File: src/rtl/hazard_stall_ctrl.sv
// Purpose: pipeline freeze generation for load-use hazards and HI/LO (mult/div) occupancy.
// Latency: stall/stallstall are combinational in the same cycle; busy is registered (loads on the issuing edge).
// Backpressure: stall or stallstall freezes PC and IF/ID; a bubble is pushed into the EX shadow while frozen.
//
// Ports:
//   Clk, Reset          clock (rising edge), asynchronous active-low reset
//   id_rs, id_rt        source register fields of the ID instruction
//   id_use_rs/id_use_rt ID instruction actually reads rs / rt
//   id_is_load          ID instruction is a load
//   id_dst              ID destination register (0 = none)
//   id_md_start         ID instruction is mult/multu/div/divu
//   id_md_is_div        with id_md_start: 1 = divide, 0 = multiply
//   id_md_use           ID instruction needs the HI/LO unit
//   stall               load-use freeze
//   stallstall          mult/div busy freeze
//   busy                remaining mult/div cycles, 0 = idle
module hazard_stall_ctrl #(
    parameter int unsigned MULT_CYCLES = 5,
    parameter int unsigned DIV_CYCLES  = 10
) (
    input  logic       Clk,
    input  logic       Reset,
    input  logic [4:0] id_rs,
    input  logic [4:0] id_rt,
    input  logic       id_use_rs,
    input  logic       id_use_rt,
    input  logic       id_is_load,
    input  logic [4:0] id_dst,
    input  logic       id_md_start,
    input  logic       id_md_is_div,
    input  logic       id_md_use,
    output logic       stall,
    output logic       stallstall,
    output logic [3:0] busy
);

    localparam logic [3:0] MULT_CNT = 4'(MULT_CYCLES);
    localparam logic [3:0] DIV_CNT  = 4'(DIV_CYCLES);

    // Shadow of the ID/EX stage: only what is needed to spot a load-use hazard.
    logic       ex_load_q;
    logic [4:0] ex_dst_q;
    logic [3:0] cnt;

    logic rs_hit;
    logic rt_hit;
    logic advance;

    assign rs_hit = id_use_rs && (id_rs == ex_dst_q);
    assign rt_hit = id_use_rt && (id_rt == ex_dst_q);

    // A load to $0 never produces a value anyone waits for.
    assign stall      = ex_load_q && (ex_dst_q != 5'd0) && (rs_hit || rt_hit);
    // Any HI/LO-class instruction (including a new start) waits for the unit to drain.
    assign stallstall = id_md_use && (cnt != 4'd0);
    assign advance    = !stall && !stallstall;
    assign busy       = cnt;

    // While frozen the ID instruction stays put and a bubble enters EX, so a
    // load-use stall clears itself after exactly one cycle.
    always_ff @(posedge Clk or negedge Reset) begin
        if (!Reset) begin
            ex_load_q <= 1'b0;
            ex_dst_q  <= 5'd0;
        end else if (advance) begin
            ex_load_q <= id_is_load;
            ex_dst_q  <= id_dst;
        end else begin
            ex_load_q <= 1'b0;
            ex_dst_q  <= 5'd0;
        end
    end

    // A start can only advance with cnt == 0 (it also asserts id_md_use), so a
    // load never overwrites a live count. The count keeps draining during
    // load-use stalls.
    always_ff @(posedge Clk or negedge Reset) begin
        if (!Reset) begin
            cnt <= 4'd0;
        end else if (advance && id_md_start) begin
            cnt <= id_md_is_div ? DIV_CNT : MULT_CNT;
        end else if (cnt != 4'd0) begin
            cnt <= cnt - 4'd1;
        end
    end

endmodule

File: config.mk
export PLATFORM = sky130hd
export DESIGN_NAME = hazard_stall_ctrl
export DESIGN_NICKNAME = d
export VERILOG_FILES = /design/src/rtl/hazard_stall_ctrl.sv
export SDC_FILE = /design/constraint.sdc
export NUM_CORES = 1
export LEC_CHECK = 0
export BUFFER_PORTS_ARGS = -buffer_cell sky130_fd_sc_hd__buf_4
export CORE_MARGIN = 2
export CORE_UTILIZATION = 43
export CTS_CLUSTER_SIZE = 8
export DETAILED_ROUTE_END_ITERATION = 12
export GPL_TIMING_DRIVEN = 0
export PLACE_DENSITY = 0.72
export REMOVE_ABC_BUFFERS = 1
export SLEW_MARGIN = 0
export SYNTH_ARGS = -nofsm -noshare
export SYNTH_HDL_FRONTEND = slang
export SYNTH_SLANG_ARGS = --single-unit
File: constraint.sdc
create_clock -name Clk -period 2 [get_ports Clk]
set_input_delay 0.6 -clock Clk [delete_from_list [all_inputs] [get_ports Clk]]
set_output_delay 0.6 -clock Clk [all_outputs]
set_load 0.05 [all_outputs]
# Word level (Yosys, flattened, before mapping)
# Index checks and enable logic that the tools add are counted.
word_totals:
  regBits: 10
  inputBits: 23
  output_inout_bits: 6
  wordCells: 24
op_classes:
  n_addsub: 1
  n_eq_ne: 2
  n_mux: 5
  reduce_logical: 13
ops:
  columns: ["op", "n"]
  rows:
  - ["2-to-1 mux 4 bit", 3]
  - ["== test 5 bit", 2]
  - ["logical AND 1 bit", 7]
  - ["2-to-1 mux 5 bit", 1]
  - ["nonzero test 5 bit", 1]
  - ["nonzero test 4 bit", 1]
  - ["subtractor 4 x 1 -> 4 bit, second input constant", 1]
  - ["zero test 1 bit", 2]
  - ["nonzero test 2 bit", 1]
  - ["logical OR 1 bit", 1]
  - ["2-to-1 mux 1 bit", 1]

# Longest topological paths before layout
depth:
  word_depth: 8
  depth_mapped: 7
  ltp_nobuf: 7

# Worst setup path before layout
# No wires, ideal clock.
synth_path:
  kind: "register to register"
  start: "register cnt[0], in the netlist busy[0]"
  end: "register cnt[1], in the netlist busy[1]"
  setup_time_ps: 128
  t_arrival_ps: 2549
  t_required_ps: 1872
  setup_slack_ps: -677
  stages_incl_launch_ff: 8
  n_path_buf: 0
  synth_period_minus_slack_ps: 2677
  cell_sequence: "dfrtp_1 inv_1 ha_1 nor3b_2 nor2b_1 nand2b_1 a21oi_4 mux2_1"
synth_between:
  elab_chain_len: 6
  elab_cells_between_ends: 9
  classes_between: "1 x add/sub; 2 x mux; 6 x reduce/logical"
synth_lines:
  columns: ["item", "line_no", "source"]
  rows:
  - ["from (decl)", "43", "logic [3:0] cnt;"]
  - ["from (signal assigned)", "81", "cnt <= id_md_is_div ? DIV_CNT : MULT_CNT;"]
  - ["from (signal assigned)", "83", "cnt <= cnt - 4'd1;"]
  - ["nonzero test 4 bit *", "55", "assign stallstall = id_md_use && (cnt != 4'd0);"]
  - ["logical AND 1 bit *", "55", null]
  - ["via stallstall", "33", "output logic stallstall,"]
  - ["zero test 1 bit *", "56", "assign advance = !stall && !stallstall;"]
  - ["logical AND 1 bit *", "56", null]
  - ["logical AND 1 bit *", "80", "end else if (advance && id_md_start) begin"]
  - ["2-to-1 mux 4 bit or nonzero test 2 bit (tied branches)", null, null]
# Mark *: on every way through the listed nets, which the timed path passes. The rest lies on a longest branch. The select of a mux whose other input is x is not followed.
# A chain may end at the register's enable or synchronous reset.

# Final worst setup path
layout_path:
  start: "register ex_dst_q[4]"
  end: "output port stall"
layout_between:
  elab_chain_len: 4
  elab_cells_between_ends: 8
  classes_between: "2 x eq/ne; 6 x reduce/logical"
layout_lines:
  columns: ["item", "line_no", "source"]
  rows:
  - ["from (decl)", "42", "logic [4:0] ex_dst_q;"]
  - ["from (signal assigned)", "67", "ex_dst_q <= id_dst;"]
  - ["== test 5 bit, on equally long branches", "49, 50", null]
  - ["logical AND 1 bit, on equally long branches", "49, 50", null]
  - ["logical OR 1 bit", "53", "assign stall = ex_load_q && (ex_dst_q != 5'd0) && (rs_hit || rt_hit);"]
  - ["logical AND 1 bit *", "53", null]
  - ["to (decl)", "32", "output logic stall,"]
# Mark *: on every way between the ends. The rest lies on a longest branch, timed or not.

==> metrics.log <==
INFO  metric rsz0062_at_grt = true
INFO  metric grt_max_degree = 11
INFO  metric max_slew_margin = 77.7%
INFO  metric final.min_clock_period = 2.26 ns
INFO  metric routed_via_density = 4.60
INFO  metric post-route-drc-count = 0
INFO  metric worstPathArrival = 1.66 ns
INFO  metric place.gp.congestion = 0.675
INFO  metric die_area = 1670 um2
INFO  metric synth-seq-area-share = 42.7%
INFO  metric worst_r2r_startpoint = ex_dst_q[4]
INFO  metric hpwl = 846 um
INFO  metric synth_area_leaders = sky130_fd_sc_hd__dfrtp_1 43%, sky130_fd_sc_hd__xnor2_1 16%, sky130_fd_sc_hd__and2_1 7.5%, sky130_fd_sc_hd__mux2i_1 5.1%, sky130_fd_sc_hd__mux2_1 3.8%
INFO  metric antenna_violating_nets_post_route = 0
INFO  metric layout.filler_cells = 95
INFO  metric leakagePower = 0.000432 uW
INFO  metric timing.critical_path.required = 1.40 ns
INFO  metric total_power = 1090 uW
INFO  metric post_synth_num_cell_types = 21
INFO  metric tritoncts.num_buffers = 3
INFO  metric clock_insertion_delay_at_the_later_pin_of_the_skew_report = 0.25 ns
INFO  metric grt_remaining_overflow = 0
INFO  metric final_max_slew_viol_count = 0
INFO  metric fp.dieH = 40.9 um
INFO  metric detailedRoute.firstPassIterationCount = 2
INFO  metric postPlaceCellArea = 815 um2
INFO  metric pre_cts_ws = -0.274 ns
INFO  metric clk_path_buf_depth = 2
INFO  metric yosysWarningCount = 0
INFO  metric outcome = finished with violations
INFO  metric worstSetupStartpoint = ex_dst_q[4]
INFO  metric syn2layout_area_growth = 59.0%
INFO  metric fraction_of_the_mapped_netlist_area_in_simple_logic_gates = 19.7%
INFO  metric synthCells = 54
INFO  metric vias = 492
INFO  metric report.final.hold_viol_count = 0
INFO  metric post_synth_xor_area_fraction = 16.5%
INFO  metric clkTransAtPathRegs = 0.06 ns
INFO  metric vias_in_the_first_global_route = 405
INFO  metric hp-class = input pin to async pin
INFO  metric core = 1280 um2
INFO  metric fmax = 0.443 GHz
INFO  metric max_cap_viol_count = 0
INFO  metric peakVddDrop = 0.955 mV
INFO  metric layout_setup_ws = -0.259 ns
INFO  metric worstRegToRegCells = 5
INFO  metric critical_path_peak_fanout = 3
INFO  metric synth_top_cell_by_area = sky130_fd_sc_hd__dfrtp_1
INFO  metric synthesis.area = 586 um2
INFO  metric drt_first_iter_violations = 4
INFO  metric syn_area_per_cell = 10.8 um2
INFO  metric rows = 13
INFO  metric power.density = 1170 nW/um2
INFO  metric crit_type = flop to output port
INFO  metric num_antenna_cells = 0
INFO  metric synth-seq-cells = 10
INFO  metric all_layer_gr_usage = 15.3%
INFO  metric synth_top_family_by_area = simple AND/OR/NAND/NOR gates
INFO  metric synth.mux.area_fraction = 8.97%
INFO  metric clock_sinks = 10
INFO  metric synth_compound_area_share = 8.12%
INFO  metric antenna_found_initial = 0
INFO  metric setup_viol = 1
INFO  metric synth_top_cell_area_share = 42.7%
INFO  metric stdcell_area = 931 um2
INFO  metric setup.worst_path.start_class = flop
INFO  metric floorplan.initialDensity = 45.6%
INFO  metric top_level_ports = 29
INFO  metric die_x = 40.9 um
INFO  metric setup_tns = -0.259 ns
INFO  metric worst_setup_path_end_kind = output port
INFO  metric synth-adder-area-share = 2.14%
INFO  metric finalNetCount = 118
INFO  metric tritoncts = built
INFO  metric worstMarginPinSlew = 0.334 ns
INFO  metric wire_per_inst = 10.4 um
INFO  metric failing_checks = setup timing
INFO  metric ff_latch_area = 250 um2
INFO  metric ctsRootBufferMaster = sky130_fd_sc_hd__clkbuf_4
INFO  metric postCtsHoldBufs = 0
INFO  metric io_buffer_count = 28
INFO  metric fin_worst_skew = 0.00455 ns
INFO  metric multi_input_comb_area = 358 um2
INFO  metric postRouteWirelength = 1110 um
INFO  metric finalCoreUtilization = 72.4%
INFO  metric cts_htree_levels = 1
INFO  metric global_route_wire_length_before_repair = 1570 um
INFO  metric drive_gt1_share = 50.0%
INFO  metric post-route-period-util = 113%
==> synth_stat cells <==
master / count
sky130_fd_sc_hd__nor2b_1: 1
sky130_fd_sc_hd__a21oi_1: 2
sky130_fd_sc_hd__mux2i_1: 3
sky130_fd_sc_hd__a21o_1: 1
sky130_fd_sc_hd__nand4_1: 2
sky130_fd_sc_hd__o21a_1: 1
sky130_fd_sc_hd__o22ai_1: 1
sky130_fd_sc_hd__mux2_1: 2
sky130_fd_sc_hd__dfrtp_1: 10
sky130_fd_sc_hd__ha_1: 1
sky130_fd_sc_hd__nor3_1: 1
sky130_fd_sc_hd__nand2b_1: 1
sky130_fd_sc_hd__and2_1: 7
sky130_fd_sc_hd__nor3b_2: 1
sky130_fd_sc_hd__or4_1: 1
sky130_fd_sc_hd__xnor2_1: 11
sky130_fd_sc_hd__nand2_1: 2
sky130_fd_sc_hd__or3_1: 1
sky130_fd_sc_hd__inv_1: 3
sky130_fd_sc_hd__nor3b_1: 1
sky130_fd_sc_hd__a21oi_4: 1
==> layout make-up <==
type,instances,area share (%)
sequential,10,26.9
inverter,3,1.21
tap,15,2.02
multi-input combinational,41,38.4
timing repair buffer,35,29.0
clock buffer,3,2.42
==> metal layers <==
| layer | vias up | wire, um | global-route usage [%] |
|---|---|---|---|
| li1 | 260 | - | - |
| met1 | 215 | 489 | 19.4 |
| met2 | 15 | 527 | 21.5 |
| met3 | 2 | 81 | 2.17 |
| met4 | 0 | 12 | 15.0 |
| met5 | - | 0 | 0 |
==> registers in the layout (all words and copies together), names as in the netlist <==
| register | count |
|---|---|
| ex_dst_q | 5 |
| busy | 4 |
| ex_load_q | 1 |
==> final timing paths <==
check | endpoint | slack, ns
hold / removal | ex_dst_q[3] | 0.16
setup / recovery | stall | -0.26
max in group asynchronous | ex_load_q | 1.71
setup reg to reg | busy[1] | 0.09
hold reg to reg | busy[2] | 0.71
min in group Clk | ex_dst_q[0] | 0.55
==> placed cells by master, fill, tap and decap left out, types with 2 or more instances in the layout <==
cell,n
sky130_fd_sc_hd__mux2i_1,3
sky130_fd_sc_hd__buf_4,33
sky130_fd_sc_hd__dfrtp_1,10
sky130_fd_sc_hd__a21oi_1,2
sky130_fd_sc_hd__nand4_1,2
sky130_fd_sc_hd__and2_1,6
sky130_fd_sc_hd__mux2_1,2
sky130_fd_sc_hd__clkbuf_4,3
sky130_fd_sc_hd__buf_6,2
sky130_fd_sc_hd__nand2_1,2
sky130_fd_sc_hd__xnor2_1,11
sky130_fd_sc_hd__inv_1,2
==> where the power goes <==
part           internal [uW]  total, uW  switching (uW)
Clock                   68.6        122            53.1
Sequential               262        330            68.2
Combinational            303        642             339
Total                    633       1090             460
==> timing repair <==
action,in CTS,in global routing
pin swaps,1,3
cloned,0,0
resized for setup,4,6
endpoints found under the setup margin,2,4
buffers inserted,3,4
==> stage by stage <==
step	std cells	hold slack, ns
after floorplan	54	0.304
after global placement	97	0.429
after detailed placement	97	0.428
after CTS	103	0.150
after global routing	107	0.165
final	107	0.158
==> logic make-up (layout without fill, tap and decap cells) <==
family | after synthesis | after routing
flops | 10 | 10
compound gates | 6 | 6
buf+inv | 3 | 41
fa+ha+maj | 1 | 1
simple gates | 18 | 18
mux | 5 | 5
xor+xnor | 11 | 11
==> worst max-delay path: stages, from the launching register on <==
cell                      delay [ns]
sky130_fd_sc_hd__dfrtp_1        0.41
sky130_fd_sc_hd__or4_4          0.52
sky130_fd_sc_hd__o21a_1         0.20
sky130_fd_sc_hd__and2_4         0.14
sky130_fd_sc_hd__buf_6          0.14
(Power assumes the default switching activity.)
